**src/rtl/rollback_sequencer.sv**
```systemverilog
// Rollback recovery sequencer: picks the oldest rollback request, pulses a squash,
// walks the squashed ROB entries youngest-first, then holds a fetch redirect.
module rollback_sequencer #(
    parameter int NUM_ROB    = 32,
    parameter int NUM_REQ    = 4,
    parameter int WALK_WIDTH = 2,
    localparam int ROBW      = $clog2(NUM_ROB)
) (
    input  logic                       clock_i,
    input  logic                       reset_i,
    input  logic [NUM_REQ-1:0]         req_valid_i,
    input  logic [NUM_REQ*ROBW-1:0]    req_ROB_idx_i,
    input  logic [NUM_REQ*64-1:0]      req_target_PC_i,
    input  logic [ROBW-1:0]            ROB_tail_i,
    input  logic                       fetch_ready_i,
    output logic [NUM_REQ-1:0]         accept_o,
    output logic                       busy_o,
    output logic                       squash_en_o,
    output logic [ROBW-1:0]            squash_ROB_idx_o,
    output logic [WALK_WIDTH-1:0]      walk_valid_o,
    output logic [WALK_WIDTH*ROBW-1:0] walk_ROB_idx_o,
    output logic                       redirect_valid_o,
    output logic [63:0]                redirect_PC_o
);

    localparam int DW = ROBW + 1;

    typedef enum logic [1:0] {IDLE, WALK, REDIRECT} state_e;

    state_e                     state_q, state_d;
    logic [ROBW-1:0]            idx_q, idx_d;
    logic [63:0]                pc_q, pc_d;
    logic [DW-1:0]              dist_q, dist_d;
    logic [DW-1:0]              remain_q, remain_d;
    logic [ROBW-1:0]            walk_ptr_q, walk_ptr_d;

    logic                       squash_q, squash_d;
    logic [ROBW-1:0]            squash_idx_q, squash_idx_d;
    logic [WALK_WIDTH-1:0]      walk_valid_q, walk_valid_d;
    logic [WALK_WIDTH*ROBW-1:0] walk_idx_q, walk_idx_d;
    logic                       redirect_valid_q, redirect_valid_d;
    logic [63:0]                redirect_pc_q, redirect_pc_d;

    logic                       win_any;
    logic [NUM_REQ-1:0]         win_oh;
    logic [DW-1:0]              win_dist;
    logic [ROBW-1:0]            win_idx;
    logic [63:0]                win_pc;
    logic [ROBW-1:0]            diff;
    logic [DW-1:0]              age;
    logic                       grant;
    logic [DW-1:0]              lanes;
    logic [DW-1:0]              next_lanes;

    // Oldest request wins; a distance of zero means the whole ROB is behind the culprit.
    always_comb begin
        win_any  = 1'b0;
        win_oh   = '0;
        win_dist = '0;
        win_idx  = '0;
        win_pc   = '0;
        diff     = '0;
        age      = '0;
        for (int k = 0; k < NUM_REQ; k++) begin
            diff = ROB_tail_i - req_ROB_idx_i[k*ROBW +: ROBW];
            age  = (diff == '0) ? DW'(NUM_ROB) : {1'b0, diff};
            if (req_valid_i[k] && (!win_any || age > win_dist)) begin
                win_any  = 1'b1;
                win_oh   = '0;
                win_oh[k] = 1'b1;
                win_dist = age;
                win_idx  = req_ROB_idx_i[k*ROBW +: ROBW];
                win_pc   = req_target_PC_i[k*64 +: 64];
            end
        end
    end

    // While busy only a strictly older culprit may take over the sequence.
    assign grant = win_any && (state_q == IDLE || win_dist > dist_q);
    assign lanes = (state_q != WALK) ? '0 :
                   (remain_q > DW'(WALK_WIDTH)) ? DW'(WALK_WIDTH) : remain_q;

    always_ff @(posedge clock_i or posedge reset_i) begin
        if (reset_i) begin
            state_q          <= IDLE;
            idx_q            <= '0;
            pc_q             <= '0;
            dist_q           <= '0;
            remain_q         <= '0;
            walk_ptr_q       <= '0;
            squash_q         <= 1'b0;
            squash_idx_q     <= '0;
            walk_valid_q     <= '0;
            walk_idx_q       <= '0;
            redirect_valid_q <= 1'b0;
            redirect_pc_q    <= '0;
        end else begin
            state_q          <= state_d;
            idx_q            <= idx_d;
            pc_q             <= pc_d;
            dist_q           <= dist_d;
            remain_q         <= remain_d;
            walk_ptr_q       <= walk_ptr_d;
            squash_q         <= squash_d;
            squash_idx_q     <= squash_idx_d;
            walk_valid_q     <= walk_valid_d;
            walk_idx_q       <= walk_idx_d;
            redirect_valid_q <= redirect_valid_d;
            redirect_pc_q    <= redirect_pc_d;
        end
    end

    always_comb begin
        state_d    = state_q;
        idx_d      = idx_q;
        pc_d       = pc_q;
        dist_d     = dist_q;
        walk_ptr_d = walk_ptr_q - lanes[ROBW-1:0];
        remain_d   = remain_q - lanes;
        if (grant) begin
            idx_d  = win_idx;
            pc_d   = win_pc;
            dist_d = win_dist;
            if (state_q == IDLE) begin
                walk_ptr_d = ROB_tail_i - ROBW'(1);
                remain_d   = win_dist - DW'(1);
            end else begin
                // Preemption extends the walk by the extra distance; the pointer keeps going.
                remain_d = remain_q - lanes + (win_dist - dist_q);
            end
            state_d = (remain_d != '0) ? WALK : REDIRECT;
        end else begin
            case (state_q)
                WALK:     if (remain_d == '0) state_d = REDIRECT;
                REDIRECT: if (redirect_valid_q && fetch_ready_i) state_d = IDLE;
                default:  state_d = state_q;
            endcase
        end
    end

    // Registered outputs describe the state being entered at the next edge.
    always_comb begin
        squash_d     = grant;
        squash_idx_d = grant ? win_idx : squash_idx_q;
        next_lanes   = (state_d != WALK) ? '0 :
                       (remain_d > DW'(WALK_WIDTH)) ? DW'(WALK_WIDTH) : remain_d;
        walk_valid_d = '0;
        walk_idx_d   = '0;
        for (int i = 0; i < WALK_WIDTH; i++) begin
            walk_valid_d[i]               = (DW'(i) < next_lanes);
            walk_idx_d[i*ROBW +: ROBW]    = walk_ptr_d - ROBW'(i);
        end
        // The redirect waits until the cycle after any squash pulse.
        redirect_valid_d = (state_d == REDIRECT) && !grant;
        redirect_pc_d    = redirect_valid_d ? pc_d : redirect_pc_q;
    end

    assign accept_o         = grant ? win_oh : '0;
    assign busy_o           = (state_q != IDLE);
    assign squash_en_o      = squash_q;
    assign squash_ROB_idx_o = squash_idx_q;
    assign walk_valid_o     = walk_valid_q;
    assign walk_ROB_idx_o   = walk_idx_q;
    assign redirect_valid_o = redirect_valid_q;
    assign redirect_PC_o    = redirect_pc_q;

endmodule

```
**config.mk**
```make
export PLATFORM = sky130hd
export DESIGN_NAME = rollback_sequencer
export DESIGN_NICKNAME = d
export VERILOG_FILES = /design/src/rtl/rollback_sequencer.sv
export SDC_FILE = /design/constraint.sdc
export NUM_CORES = 1
export LEC_CHECK = 0
export ABC_CLOCK_PERIOD_IN_PS = 18400
export BUFFER_PORTS_ARGS = -buffer_cell sky130_fd_sc_hd__buf_2
export CAP_MARGIN = 15
export CORE_AREA = 2 2 147 149
export CTS_CLUSTER_DIAMETER = 50
export DETAILED_ROUTE_END_ITERATION = 10
export DIE_AREA = 0 0 149 151
export PLACE_DENSITY = 0.82
export SLEW_MARGIN = 20
export SYNTH_ARGS = -nofsm -noshare
export SYNTH_HDL_FRONTEND = slang
export SYNTH_SLANG_ARGS = --single-unit
```
**constraint.sdc**
```tcl
create_clock -name clock_i -period 18.4 [get_ports clock_i]
set_input_delay 0.92 -clock clock_i [delete_from_list [all_inputs] [get_ports clock_i]]
set_output_delay 0.92 -clock clock_i [all_outputs]
set_load 0.02 [all_outputs]
```
Yosys cells after proc, flatten, opt, wreduce, memory -nomap -nowiden:

Index checks and enable logic that the tools add are counted.

* add/sub/neg operators: 11
* multiply operators: 0
* divide/modulo/power cells: 0
* magnitude comparators: 8
* eq/ne operators: 5
* shifts and indexed selects: 0
* mux-type cells: 40
* bitwise logic cells: 0
* reduce and logical (&&, ||, !) cells: 22

Operators with widths (count)
* two-way mux 64 bit: 5
* two-way mux 6 bit: 15
* two-way mux 5 bit: 6
* subtractor 5 bit: 5
* greater-than comparator 6 bit: 4
* logical NOT 5 bit: 4
* two-way mux 4 bit: 4
* greater-than comparator 6 x 2 -> 1 bit (second input constant): 2
* less-than comparator 1 x 6 -> 1 bit (first input constant): 2
* subtractor 6 bit: 2
* subtractor 5 x 1 -> 5 bit (second input constant): 2
* two-way mux 2 bit: 4
* adder 6 bit: 1
* logical AND 1 bit: 6
* logical NOT 6 bit: 1
* nonzero test 6 bit: 1
* subtractor 6 x 1 -> 6 bit (second input constant): 1
* two-way mux 1 bit: 5
* == test 2 bit (second input constant): 2
* logical NOT 1 bit: 4
* logical OR 1 bit: 4
* != test 2 x 1 -> 1 bit (second input constant): 2
* case mux 2 bit (2 select lines): 1
* == test 2 x 1 -> 1 bit (second input constant): 1
* other kinds (2): 2

* register bits after elaboration: 166
* bits in latches: 0
* RAM bits: 0
* bits in read-only memories: 0
* input bits: 288
* output and inout port bits: 88
* logic and storage cells: 97
* memories: 0

Longest topological paths before layout:

* depth after elaboration: 26
* depth in mapped cells: 51
* mapped depth without buffers: 42

Worst setup path before layout:

Ideal clock, no wire load.

* path kind: input-to-output
* from: input ROB_tail_i[0]
* to: output accept_o[2]
* arrival: 10.833 ns
* required time: 17.480 ns
* path slack: 6.647 ns
* stages: 47
* path buffers: 13
* cell sequence: inv_1 ha_1 inv_1 fa_1 a21o_1 a21oi_1 xnor2_1 or4_1 ha_1 nand4_1 o21bai_4 a31oi_2 clkbuf_1 buf_1 nor2_1 a21oi_1 ha_1 nor2b_1 [11 not listed] a32oi_1 o221a_2 clkbuf_1 clkbuf_1 buf_1 clkbuf_1 a21oi_1 inv_1 ha_1 nor2b_1 o21a_1 o21ai_0 a21oi_1 o211ai_1 clkbuf_1 clkbuf_1 clkbuf_1 nor3_1

* longest elaborated chain between the ends: 20
* elaborated cells between the ends (all ways): 36
* classes of those cells: add/sub (4); order compare (4); mux (14); reduce/logical (14)

RTL lines
* from (decl): line 14 `input logic [ROBW-1:0] ROB_tail_i,`
* subtractor 5 bit: line 65 `diff = ROB_tail_i - req_ROB_idx_i[k*ROBW +: ROBW];`
* logical NOT 5 bit: line 66 `age = (diff == '0) ? DW'(NUM_ROB) : {1'b0, diff};`
* two-way mux 6 bit: line 66
* two-way mux 6 bit: line 67 `if (req_valid_i[k] && (!win_any || age > win_dist)) begin`
* greater-than comparator 6 bit: line 67
* logical OR 1 bit: line 67
* logical AND 1 bit: line 67
* two-way mux 6 bit or two-way mux 1 bit (tied branches): line 67
* [5 not listed]
* logical OR 1 bit: line 67
* logical AND 1 bit: line 67
* two-way mux 6 bit (*): line 67
* via win_dist[1]: line 46 `logic [DW-1:0] win_dist;`
* greater-than comparator 6 bit (*): line 79 `assign grant = win_any && (state_q == IDLE || win_dist > dist_q);`
* logical OR 1 bit (*): line 79
* logical AND 1 bit (*): line 79
* two-way mux 4 bit (*): line 158 `assign accept_o = grant ? win_oh : '0;`
* to (decl): line 16 `output logic [NUM_REQ-1:0] accept_o,`

The timed path passes the listed nets; every way through them passes the cells marked *.

Worst setup path in the final report:

Same ends and word-level chain as after synthesis.

==> summary.md <==
| Metric | Value |
|---|---|
| Outcome | finished, final reports clean |
| Crit Path Category | in2out |
| DPL Wire Length | 24700 microns |
| Hold WS | between 400 and 500 ps |
| Fin worst setup slack | slightly above 6000 ps |
| Die area | around 22000 sq um |
| Most used cell, CP | ha_1 |
| Core Area | 20800 sq um |
| Dominant synthesized flop cell | dfrtp_1 |
| Port Buffers | between 300 and 400 |
| Vias | 10539 |
| Row count | 53 |
| Total power | 2.54 mW |
| Clock transition at path regs | 60 ps |
| Synth cell count leaders | nand2_1, o21ai_0, dfrtp_1, nand3_1, inv_1 |
| Max Freq | 81.3 MHz |
| Mux share of post-synthesis cell area | 7.62% |
| Layout Nets | 1906 |
| Crit path largest cell delay | 820 ps |
| Compound-cell area share of the yosys netlist | 19.7% |
| Slew HR | 32.6% |
| Pre-CTS setup slack | between 5000 and 6000 ps |
| Total track usage | 29.1% |
| Peak VDD IR | 0.213 mV |
| GPL Wtd Cong | 0.917 |
| Clk pwr share | 13.6% |
| Pre-antenna DRT Iters | 5 |
| Slew Viols, Final | 0 |
| Area delta synth->final | 24.2% |
| Data arrival time of the worst path | 11380 ps |
| Netlist Area Pre-Place | roughly 11000 sq um |
| Post-CTS sizing | 0 |
| Critical Path Start Type | primary input |
| Reg power frac | 22.3% |
| TritonCTS Buffers | 17 |
| Initial Util | 51.2% |
| Antenna viol nets, final | 0 |
| Vias in the first global route | 10098 |
| Gate power share | 64.1% |
| Total of warnings raised by yosys | 0 |
| Largest net degree at the start of global routing | 90 |
| Hold WC Path Type | reg2reg |
| CTS Buffer Depth | 2 |
| CTS Sinks | 161 |
| Chip height | ~150 microns |
| Pleak | just under 7 nW |
| Cell Count, Final, Fillers Out | 1837 |
| FILL cells | 1776 |
| Crit-path max FO | 89 |
| WP data required | 17480 ps |
| Main combinational cell family by area after synthesis | compound AO/OA/AOI/OAI gates |
| Net Sw Power | 1.22 mW |
| Final Cycle Share | 66.8% |
| Cell count after synthesis | about 1200 |
| Final period demand of the worst path | approximately 12000 ps |
| Seq/Total Area, Yosys | 37.8% |
| Post-layout util | 63.5% |
| CTS Root Cell | clkbuf_16 |
| Fraction of the mapped netlist area in adder cells | 9.11% |
| Post-Route Skew | 10.7 ps |
| Top-count cell post-synth | nand2_1 |
| Synthesized flop and latch total | 161 |
| Hold buffer count at CTS | 0 |
| CTS tree | built |
| Final setup violation count | 0 |
| Fraction of layout cells with a size suffix above 1 | 31.8% |
| Top Ports | 376 |
| Drt wl/cell | 18.2 microns |
| Count of cell types in the netlist | 66 |
| Post-synthesis xor/xnor area fraction | 2.63% |
| Syn_area_per_cell | 8.65 sq um |
| # DRC | 0 |
| H-tree Lvls | 4 |
| First-pass GRT wire length | roughly 52000 microns |
| Pwr/cell area | approximately 190 nW/um^2 |
| Endpoint class of the critical path | output port |
| Congestion Overflow GR | 0 |
| Synth area leader | dfrtp_1 |
| 1st-iter DRT viols | 712 |
| Share of the synthesized area in the top cell type | a little under two fifths |
| Largest cells by area after synthesis | dfrtp_1, o21ai_0, ha_1 |
| Clk_lat worst skew | 420 ps |
| Max-cap violations | 0 |
| Worst slew pin tran | 1010 ps |
| Placed Area | around 13000 sq um |
| Post-synth EDFFs | 0 |
| Switching share of power | 48.0% |
| Dpl cells | 1803 |
| Initial antenna violation count | 2 |
| Power Internal | about 1.3 mW |
| Post-layout instance area | 13200 sq um |
| CP max stage cell | buf_4 |
| Vias/cell | ~5.7 |
| Hold Vio Cnt, Final | 0 |
| Ys async rst share | 100% |
| RSZ-0062 raised after global routing | no |
| Post-Synth Simple-Gate Area | 17.0% |
| Fin Setup TNS | 0 ps |
| Routed wire length | 33400 microns |
| Die Wd | 149 microns |
| Post-CTS Setup Bufs | 0 |
cells in the final DEF (no fill, tap or decap), drive strengths merged, types with 6 or more instances in the layout:
cell	n
nand2	174
a22o	65
buf	384
a21oi	33
fa	11
or3	6
nand3	143
inv	85
nor3	9
mux2	67
nand4	6
a21o	10
clkbuf	20
nor2	27
nor2b	8
dfrtp	161
ha	60
xnor2	23
xor2	9
o21ai	170
routing by layer:
metal  up-vias  part of all wire [%]  track usage, %
met1      5037                    40            36.8
li1       4966                     -               -
met3        66                   7.7            6.54
met4         2                   2.5            10.0
met5         -                 0.039               0
met2       468                    50            49.3
worst paths after layout:
kind,end,cells after the start,startpoint,slack (ps)
worst max-delay path,accept_o[2],37,ROB_tail_i[0],6100
worst min-delay path,squash_ROB_idx_o[2],2,squash_ROB_idx_o[2],480
worst max register to register,walk_valid_o[0],19,remain_q[1],13150
worst min register to register,squash_ROB_idx_o[2],2,squash_ROB_idx_o[2],480
max in group asynchronous,dist_q[2],3,reset_i,16640
min in group asynchronous,pc_q[34],2,reset_i,610
logic make-up after synthesis:
group,count (synthesis)
compound gates,326
xor+xnor,32
fa+ha+maj,71
buf+inv,171
flops,161
mux,72
other cells,1
simple gates,397
power groups by stage:
| stage | logic, mW | clock network (mW) | registers, mW |
|---|---|---|---|
| global route | 1.81 | 0.368 | 0.579 |
| global placement | 1.55 | 0 | 0.565 |
| finish | 1.63 | 0.345 | 0.566 |
| floorplan | 1.15 | 0 | 0.618 |
| detailed placement | 1.62 | 0 | 0.568 |
| CTS | 1.63 | 0.353 | 0.565 |
state kept, by name (all words and copies together), names as in the netlist:
signal,cells
squash_en_o,1
walk_ROB_idx_o,10
remain_q,6
walk_valid_o,2
squash_ROB_idx_o,5
redirect_valid_o,1
state_q,2
dist_q,6
redirect_PC_o,64
pc_q,64
worst max-delay path: cells and delay by family:
kind	cells	cell delay, ps
AOI/OAI and AO/OA	13	4430
buffers and inverters	8	2120
adders and majority gates	6	1830
and+or+nand+nor	8	1360
muxes	1	360
xor gates and xnor gates	1	270
cell type report:
type / instances / area [sq um] / share of cell area, %
clock buffer: 20 / 447 / 3.38
clock inverter: 12 / 123 / 0.927
inverter: 80 / 305 / 2.31
timing repair buffer: 384 / 1950 / 14.7
sequential: 161 / 4030 / 30.5
antenna: 2 / 5.00 / 0.0378
tap: 275 / 344 / 2.60
multi-input combinational: 903 / 6030 / 45.6
(Power assumes the default switching activity.)
